[src/rtl/lvds_pkg.sv]
// Shared definitions for the 7:1 LVDS transmit path.
// Holds word geometry, the serial clock pattern, the pixel payload struct
// and the colour packing function, which is also used by receiver-side models.
package lvds_pkg;

  localparam int unsigned WORD_W        = 28;
  localparam int unsigned LANES         = 4;
  localparam int unsigned BITS_PER_LANE = 7;
  localparam int unsigned PHASE_W       = 3;
  localparam int unsigned HSYNC_BIT     = 18;
  localparam int unsigned VSYNC_BIT     = 19;
  localparam int unsigned DE_BIT        = 20;

  localparam logic [BITS_PER_LANE-1:0] CLK_PATTERN = 7'b1100011;
  localparam logic [PHASE_W-1:0]       LAST_PHASE  = 3'd6;

  typedef enum logic {
    MODE_STD     = 1'b0,
    MODE_MSB_LOW = 1'b1
  } color_mode_e;

  // 27-bit FIFO payload: sync/enable plus 24-bit colour
  typedef struct packed {
    logic       de;
    logic       vsync_n;
    logic       hsync_n;
    logic [7:0] r;
    logic [7:0] g;
    logic [7:0] b;
  } pixel_t;

  // Map one pixel onto the 28-bit serial word; bit 27 is always 0
  function automatic logic [WORD_W-1:0] pack_word(color_mode_e mode, pixel_t px);
    logic [WORD_W-1:0] w;
    w            = '0;
    w[HSYNC_BIT] = px.hsync_n;
    w[VSYNC_BIT] = px.vsync_n;
    w[DE_BIT]    = px.de;
    if (mode == MODE_MSB_LOW) begin
      w[5:0]   = px.r[7:2];
      w[22:21] = px.r[1:0];
      w[11:6]  = px.g[7:2];
      w[24:23] = px.g[1:0];
      w[17:12] = px.b[7:2];
      w[26:25] = px.b[1:0];
    end else begin
      w[5:0]   = px.r[5:0];
      w[22:21] = px.r[7:6];
      w[11:6]  = px.g[5:0];
      w[24:23] = px.g[7:6];
      w[17:12] = px.b[5:0];
      w[26:25] = px.b[7:6];
    end
    return w;
  endfunction

endpackage

[src/rtl/lvds_tx_fifo.sv]
// Pixel FIFO for the LVDS transmitter.
// Ports: clk/reset; wr_en_i + wr_data_i push; rd_en_i pops, rd_data_o shows head;
// full_o/empty_o are decoded from the registered occupancy count.
module lvds_tx_fifo
  import lvds_pkg::*;
#(
  parameter  int unsigned DEPTH = 4,
  localparam int unsigned PTR_W = (DEPTH > 1) ? $clog2(DEPTH) : 1,
  localparam int unsigned CNT_W = PTR_W + 1
) (
  input  logic   clk,
  input  logic   reset,
  input  logic   wr_en_i,
  input  pixel_t wr_data_i,
  input  logic   rd_en_i,
  output pixel_t rd_data_o,
  output logic   full_o,
  output logic   empty_o
);

  pixel_t             mem_q [DEPTH];
  logic [PTR_W-1:0]   wr_ptr_q, wr_ptr_d;
  logic [PTR_W-1:0]   rd_ptr_q, rd_ptr_d;
  logic [CNT_W-1:0]   count_q, count_d;
  logic               wr_c, rd_c;

  assign full_o    = (count_q == CNT_W'(DEPTH));
  assign empty_o   = (count_q == '0);
  assign rd_data_o = mem_q[rd_ptr_q];

  // Pointers wrap naturally because DEPTH is a power of two
  always_comb begin
    wr_c     = wr_en_i && !full_o;
    rd_c     = rd_en_i && !empty_o;
    wr_ptr_d = wr_c ? wr_ptr_q + PTR_W'(1) : wr_ptr_q;
    rd_ptr_d = rd_c ? rd_ptr_q + PTR_W'(1) : rd_ptr_q;
    count_d  = count_q + CNT_W'(wr_c) - CNT_W'(rd_c);
  end

  always_ff @(posedge clk or posedge reset) begin
    if (reset) begin
      wr_ptr_q <= '0;
      rd_ptr_q <= '0;
      count_q  <= '0;
    end else begin
      wr_ptr_q <= wr_ptr_d;
      rd_ptr_q <= rd_ptr_d;
      count_q  <= count_d;
    end
  end

  // Storage needs no reset; occupancy gates every read
  always_ff @(posedge clk) begin
    if (wr_c) mem_q[wr_ptr_q] <= wr_data_i;
  end

endmodule

[src/rtl/lvds_transmitter.sv]
// 4-lane 7:1 LVDS serializer running on the bit clock.
// Ports: clk/reset; color_mode packing select; in_valid/in_ready pixel handshake
// with in_hsync_n/in_vsync_n/in_de/in_data; serial_clk + serial_data[3:0] outputs;
// underflow_count of inserted blanking words with underflow_clear.
module lvds_transmitter
  import lvds_pkg::*;
#(
  parameter int unsigned FIFO_DEPTH = 4,
  parameter int unsigned CNT_W      = 16
) (
  input  logic             clk,
  input  logic             reset,
  input  logic             color_mode,
  input  logic             in_valid,
  output logic             in_ready,
  input  logic             in_hsync_n,
  input  logic             in_vsync_n,
  input  logic             in_de,
  input  logic [23:0]      in_data,
  output logic             serial_clk,
  output logic [LANES-1:0] serial_data,
  output logic [CNT_W-1:0] underflow_count,
  input  logic             underflow_clear
);

  logic [PHASE_W-1:0]       phase_q, phase_d;
  logic [1:0]               mode_sync_q;
  logic [WORD_W-1:0]        word_q, word_d;
  logic                     serial_clk_q, serial_clk_d;
  logic [LANES-1:0]         serial_data_q, serial_data_d;
  logic [CNT_W-1:0]         ucnt_q, ucnt_d;
  logic                     last_hs_q, last_hs_d;
  logic                     last_vs_q, last_vs_d;
  logic                     fifo_full, fifo_empty;
  logic                     load_c, pop_c, wr_en_c;
  pixel_t                   wr_px_c, head_px, src_px_c;
  logic [BITS_PER_LANE-1:0] lane_w [LANES];

  assign serial_clk      = serial_clk_q;
  assign serial_data     = serial_data_q;
  assign underflow_count = ucnt_q;

  // Ready is held low while reset is asserted
  assign in_ready = !reset && !fifo_full;
  assign wr_en_c  = in_valid && in_ready;
  assign wr_px_c  = '{de: in_de, vsync_n: in_vsync_n, hsync_n: in_hsync_n,
                      r: in_data[23:16], g: in_data[15:8], b: in_data[7:0]};

  assign load_c = (phase_q == LAST_PHASE);
  assign pop_c  = load_c && !fifo_empty;

  lvds_tx_fifo #(.DEPTH(FIFO_DEPTH)) u_fifo (
    .clk       (clk),
    .reset     (reset),
    .wr_en_i   (wr_en_c),
    .wr_data_i (wr_px_c),
    .rd_en_i   (pop_c),
    .rd_data_o (head_px),
    .full_o    (fifo_full),
    .empty_o   (fifo_empty)
  );

  // Lane g carries word bits [7g+6:7g], MSB first: phase k emits bit 6-k
  for (genvar g = 0; g < LANES; g++) begin : g_lane
    assign lane_w[g]        = word_d[g*BITS_PER_LANE +: BITS_PER_LANE];
    assign serial_data_d[g] = lane_w[g][LAST_PHASE - phase_d];
  end

  always_comb begin
    phase_d = load_c ? '0 : phase_q + PHASE_W'(1);

    // Empty FIFO at load time: blank word repeating the last sync levels
    src_px_c = head_px;
    if (fifo_empty) begin
      src_px_c         = '0;
      src_px_c.hsync_n = last_hs_q;
      src_px_c.vsync_n = last_vs_q;
    end

    word_d       = load_c ? pack_word(color_mode_e'(mode_sync_q[1]), src_px_c) : word_q;
    serial_clk_d = CLK_PATTERN[phase_d];
    last_hs_d    = load_c ? src_px_c.hsync_n : last_hs_q;
    last_vs_d    = load_c ? src_px_c.vsync_n : last_vs_q;

    // Clear dominates, but a coinciding underflow still counts as one
    ucnt_d = ucnt_q;
    if (load_c && fifo_empty) begin
      if (underflow_clear)  ucnt_d = CNT_W'(1);
      else if (!(&ucnt_q))  ucnt_d = ucnt_q + CNT_W'(1);
    end else if (underflow_clear) begin
      ucnt_d = '0;
    end
  end

  always_ff @(posedge clk or posedge reset) begin
    if (reset) begin
      phase_q       <= LAST_PHASE;
      mode_sync_q   <= '0;
      word_q        <= '0;
      serial_clk_q  <= 1'b0;
      serial_data_q <= '0;
      ucnt_q        <= '0;
      last_hs_q     <= 1'b1;
      last_vs_q     <= 1'b1;
    end else begin
      phase_q       <= phase_d;
      mode_sync_q   <= {mode_sync_q[0], color_mode};
      word_q        <= word_d;
      serial_clk_q  <= serial_clk_d;
      serial_data_q <= serial_data_d;
      ucnt_q        <= ucnt_d;
      last_hs_q     <= last_hs_d;
      last_vs_q     <= last_vs_d;
    end
  end

endmodule

[config.mk]
export PLATFORM = sky130hd
export DESIGN_NAME = lvds_transmitter
export DESIGN_NICKNAME = d
export VERILOG_FILES = /design/src/rtl/lvds_pkg.sv /design/src/rtl/lvds_tx_fifo.sv /design/src/rtl/lvds_transmitter.sv
export SDC_FILE = /design/constraint.sdc
export NUM_CORES = 1
export LEC_CHECK = 0
export CAP_MARGIN = 20
export CORE_AREA = 2 2 135 137
export CTS_BUF_LIST = sky130_fd_sc_hd__clkbuf_8 sky130_fd_sc_hd__clkbuf_16
export DETAILED_ROUTE_END_ITERATION = 10
export DIE_AREA = 0 0 137 139
export DONT_BUFFER_PORTS = 1
export HOLD_SLACK_MARGIN = 0.06
export PLACE_DENSITY = 0.55
export SYNTH_ARGS = -nofsm -noshare
export SYNTH_HDL_FRONTEND = slang
export SYNTH_SLANG_ARGS = --single-unit
[constraint.sdc]
create_clock -name clk -period 4.7 [get_ports clk]
set_input_delay 0.705 -clock clk [delete_from_list [all_inputs] [get_ports clk]]
set_output_delay 0.705 -clock clk [all_outputs]
set_load 0.01 [all_outputs]
======== After elaboration in Yosys (flattened, before gate mapping) ========
Memory sizes are Yosys's and may differ from the RTL's. A register that Yosys moved wholly into a read port is not among the register bits.
Index checks and enable logic that the tools add are counted.
word-level totals
  memories kept ........................... 2
  bits of input ports ..................... 32
  memory bits (read-only) ................. 8
  memory bits (writable) .................. 108
  bits in registers ....................... 62
  logic and storage cells ................. 55
operators by class
  add/subtract/negate cells ............... 7
  $lt $le $gt $ge ......................... 1
  reduce and logical (&&, ||, !) cells .... 13
  equal/unequal tests ..................... 3
  multiplexer cells ....................... 19
memory list
  memory            words  width  rd ports  clocked after Yosys merged registers in  write ports  line                    source
  u_fifo.mem_q      4      27     1         0                                        1            lvds_tx_fifo.sv:21      pixel_t mem_q [DEPTH];
  (name not given)  8      1      1         1                                        0            lvds_transmitter.sv:81  serial_clk_d = CLK_PATTERN[phase_d];
operators with widths
  kind                   count
  $mux 16                4
  $mux 28                1
  $mux 27                1
  $mux 18                1
  $add 16x1->16 const B  1
  $reduce_and 16->1      1
  $bmux 1 s3             4
  $eq 3x3->1 const B     2
  $logic_and 1x1->1      6
  $mux 1                 6
  $mux 6                 1
  $add 2x1->2 const B    2
  $lt 3x4->1 const B     1
  $add 3x1->3            1
  $add 3x1->3 const B    1
  $logic_not 1->1        3
  $logic_not 3->1        1
  $mux 3                 1
  $sub 3x1->3            1
  $sub 3x3->3 const A    1
  $ne 2x2->1 const B     1
  $reduce_and 2->1       1
  $reduce_bool 2->1      1

======== Logic depth before layout (Yosys ltp) ========
  depth after elaboration ................. 7
  gate-level depth with buffers ........... 12
  depth with buffers taken out ............ 10

======== Cells and area by module ========
A second synthesis with hierarchy kept.
unflattened totals
  cell total of the unflattened synthesis .. 520
  area, all modules ....................... 7584.8 µm²
by module, submodules not included
  module            cells each  area an instance (µm²)  times used
  lvds_tx_fifo      183         4375.4                  1
  lvds_transmitter  337         3209.3                  1

======== Worst setup path after synthesis ========
No wires, ideal clock.
  path kind ............................... reg-to-reg
  start ................................... reg phase_q[0]
  end ..................................... reg serial_data_q[2], in the netlist serial_data[2]
  path buffers ............................ 3
  library setup time ...................... 0.139 ns
  data required time ...................... 4.561 ns
  period minus slack after synthesis ...... 2.777 ns
  data arrival time ....................... 2.638 ns
  path slack .............................. 1.923 ns
  stages on the path, launching flop included .. 11
  cell sequence ........................... dfrtp_1 -> clkbuf_1 -> clkbuf_1 -> mux2_2 -> ha_1 -> clkbuf_1 -> mux2_2 -> nand2_1 -> o21ai_0 -> nor4_1 -> a31oi_1
on the way
  cells in the longest elaborated chain, start to end .. 5
ends and longest elaborated chain
  item                                              line                                            source
  from (decl)                                       lvds_transmitter.sv:26                          logic [PHASE_W-1:0] phase_q, phase_d;
  from (signal assigned)                            lvds_transmitter.sv:106                         phase_q <= phase_d;
  $add 3x1->3 / $eq 3x3->1 (equally long branches)  lvds_transmitter.sv:70, lvds_transmitter.sv:49
  $mux 3                                            lvds_transmitter.sv:70                          phase_d = load_c ? '0 : phase_q + PHASE_W'(1);
  $sub 3x3->3                                       lvds_transmitter.sv:66                          assign serial_data_d[g] = lane_w[g][LAST_PHASE - phase_d];
  $bmux 1 s3 *                                      lvds_transmitter.sv:66
  $mux 1 (implied by the code) *                    lvds_transmitter.sv:66
  via serial_data_d[2]                              lvds_transmitter.sv:30                          logic [LANES-1:0] serial_data_q, serial_data_d;
  to (signal assigned)                              lvds_transmitter.sv:110                         serial_data_q <= serial_data_d;
  to (decl)                                         lvds_transmitter.sv:30
Mark *: on every way through the listed nets, which the timed path passes. The rest lies on a longest branch. The select of a mux whose other input is x is not followed.
A chain may end at the register's enable or synchronous reset.

======== Worst setup path in the final report ========
Same ends and word-level chain as after synthesis.

==> run metrics <==
CTS root buffer clkbuf_16; Tmin final a little over 3 ns; deepest clock path buffer count 2; final hold vios 0; Synth Area in Compound Gates a little under 6%; Horiz. Die Dim between 100 and 150 um; WHS Path Cells 0; pre-CTS setup slack 1.685 ns; clock share of power 28.7%; diode count 0; cell depth of the worst flop-to-flop path 7; sw frac 28.62%; Simple-Gate Fraction of Synth Area 8.510%; CTS clk-pin slew, worst paths approximately 0.06 ns; Synth Area per Inst 14.76 um2; Hold Path Origin color_mode; Core Area roughly 18,000 um2; post-DR vias/cell 5.616; I/O Buffers 0; Synth Net Count 566; Slew headroom 34.17%; Critical Path Max Stage Delay 0.82 ns; CP arrival 3.36 ns; fin area 8444 um2; worst hold path type in -> reg; first-pass GRT wire length ~24,000 um; number of global-route vias before repair ~4,400; final count of negative-setup-slack endpoints 0; Total Routing Usage GR 16.89%; row cnt 49; CP max stage cell ha_1; RR Endpoint serial_data[2]$_DFF_PP0_; Setup crit end kind flop; Num Clock Sinks 171; worst setup margin 1.617 ns; most frequent cells in the layout edfxtp_1, dfrtp_1, mux4_2, nand2_1, nor2_1; final WL 14,770 um; CTS Buf Count 17; Resize count post-CTS 0; CP Class reg -> reg; worst path cell trace mux2_2, ha_1, mux2_2, nand2_1, o21ai_0, nor4_1, a31oi_1; hpwl dp 9801 um; RSZ-0062 raised after global routing false; R2R Setup Slk between 1.5 and 2 ns; Synth top area share a little over two fifths; final global-route overflow total 0; Seq cells post-synth 171; Pint 0.003142 W; setup TNS 0 ns; initial antenna violation count 0; mux cell area share after synthesis between 10% and 20%; Worst Clk Skew 0.009000 ns; H-tree Lvls 4; sequential share of the synthesized area 62.38%; Crit Path Max Fanout 27; fillcell total roughly 1,500; Gate Count Post-Synth 524; status finished, final reports clean; area leader, netlist edfxtp_1; post-CTS setup buffer count 0; Net Sw Power between 0.001 and 0.0015 W; Synth area leaders edfxtp_1, dfrtp_1, mux4_2; fmax 324.3 MHz; DR WL/cell 19.41 um; worst vdd ir around 0.00028 V; Worst Hold Path EP mode_sync_q[0]$_DFF_PP0_; most common cell after layout, fill and taps aside edfxtp_1; crit start category flop; TritonRoute pass-1 iters 4; fin nets roughly 560; Post-Synth XOR/XNOR Area 2.265%; leak pwr 3.204 nW; ys async rst share 36.84%; die area 19,040 um2; Die Ht 139 um; pin count of the biggest net entering global routing 64; Post-Syn Area 7734 um2; Initial DRC Count 199; routed vias roughly 4,300; synth warn 0; Tcrit/Tclk final 65.60%; post-synth cell types 50; Req. time, crit path 4.97 ns; Top Ports 54; Placer Congestion 0.8119; fraction of layout cells with a size suffix above 1 17.67%; area grow syn2layout 9.189%; post-route antenna net violation count 0; largest family of logic cells by synthesized area multiplexers; worst reg2reg path startpoint phase_q[0]$_DFF_PP0_; EDFF count, synth 108; cts hold-fix bufs 0; Worst-Skew Late Latency 0.41 ns; TritonCTS clock tree built; Post-DP Area 7906 um2; Post-Synth Adder-Cell Area 1.715%; Worst-Margin Slew 0.9875 ns; DRC Markers 0; Top FF cell, synth edfxtp_1; Comb power frac 22.9%; initial core utilization 43.80%; most used cell, CP mux2_2; Slew Limit Fails 0; number of max-cap violations 0; Power Dens Cells around 520 nW/um2; Seq pwr share 48.3%
-- final cells by class --
cell class / instances / area, um2 / area share (%)
Timing Repair Buffer: 7 / 52.55 / 0.6223
Inverter: 14 / 52.55 / 0.6223
Tap cell: 229 / 286.5 / 3.393
Clock buffer: 17 / 425.4 / 5.038
Multi-Input combinational cell: 308 / 2688 / 31.83
Sequential cell: 171 / 4827 / 57.16
Clock inverter: 15 / 112.6 / 1.334
-- cell usage after synthesis (3+ instances only) --
cell / number
mux2_2: 4
nand3b_1: 3
nand2b_1: 3
mux2i_1: 31
nand2_1: 37
nor3_1: 3
a21o_1: 9
nand4_1: 6
buf_6: 3
a22oi_1: 3
or3_1: 4
and2_1: 5
xor2_1: 14
mux4_2: 40
and3_1: 9
a21oi_1: 12
ha_1: 9
buf_4: 3
buf_2: 10
dfstp_2: 4
inv_1: 14
nor2_1: 33
o21ai_0: 29
nand3_1: 14
o22ai_1: 4
o211ai_1: 4
clkbuf_1: 13
dfrtp_1: 59
edfxtp_1: 108
xnor2_1: 6
-- logic make-up (layout without fill, tap and decap cells) --
group,Yosys count,in the layout
compound gates,74,74
flops,171,171
fa+ha+maj,10,10
simple gates,129,129
xor+xnor,20,20
buf+inv,45,53
mux,75,75
-- metal layers --
layer	global-route usage (%)	part of all wire [%]	vias to the layer above
met5	0	0	-
li1	-	-	1983
met4	5.643	1.2	0
met2	26.21	49	95
met3	4.642	5.1	14
met1	23.06	44	2182
-- sequential cells by signal, indices dropped and copies added, names as in the netlist --
name             flops
u_fifo.mem_q       108
word_q              28
underflow_count     16
serial_data          4
phase_q              3
u_fifo.count_q       3
mode_sync_q          2
u_fifo.rd_ptr_q      2
u_fifo.wr_ptr_q      2
last_hs_q            1
last_vs_q            1
serial_clk           1
-- power groups by stage --
stage | clock network (W) | logic [W] | registers, W
2_1_floorplan | 0 | 0.000935 | 0.00202
3_3_place_gp | 0 | 0.00103 | 0.00216
3_5_place_dp | 0 | 0.00103 | 0.00217
4_1_cts | 0.00130 | 0.00103 | 0.00214
5_1_grt | 0.00136 | 0.00112 | 0.00217
6_report | 0.00126 | 0.00101 | 0.00213
-- through the flow --
stage	hold WS, ns	util, %	power, W	std cells
finish	0.3213	47.82	0.004402	761
CTS	0.2954	47.82	0.004467	761
global placement	0.3393	44.78	0.003185	729
floorplan	0.3312	-	0.002952	524
global route	0.2882	47.82	0.004657	761
detailed placement	0.3379	44.78	0.003200	729
-- critical path: cells and delay by family (launching register included) --
kind	cells	cell delay [ns]
AO/OA/AOI/OAI	2	0.16
AND/OR/NAND/NOR	2	0.34
multiplexers	2	0.83
adder cells (fa/ha/maj)	1	0.82
flip-flops	1	0.79
-- worst max-delay path by stage --
stage	from	end	slack, ns	depth (start not counted)
2_1_floorplan	phase_q[0]$_DFF_PP0_	serial_data[2]$_DFF_PP0_	1.92	10
3_3_place_gp	phase_q[0]$_DFF_PP0_	serial_data[2]$_DFF_PP0_	1.74	7
3_5_place_dp	phase_q[0]$_DFF_PP0_	serial_data[2]$_DFF_PP0_	1.69	7
4_1_cts	phase_q[0]$_DFF_PP0_	serial_data[2]$_DFF_PP0_	1.67	7
5_1_grt	phase_q[0]$_DFF_PP0_	serial_data[2]$_DFF_PP0_	1.46	7
6_report	phase_q[0]$_DFF_PP0_	serial_data[2]$_DFF_PP0_	1.62	7
Note: power is estimated with default switching activity, not from simulation.
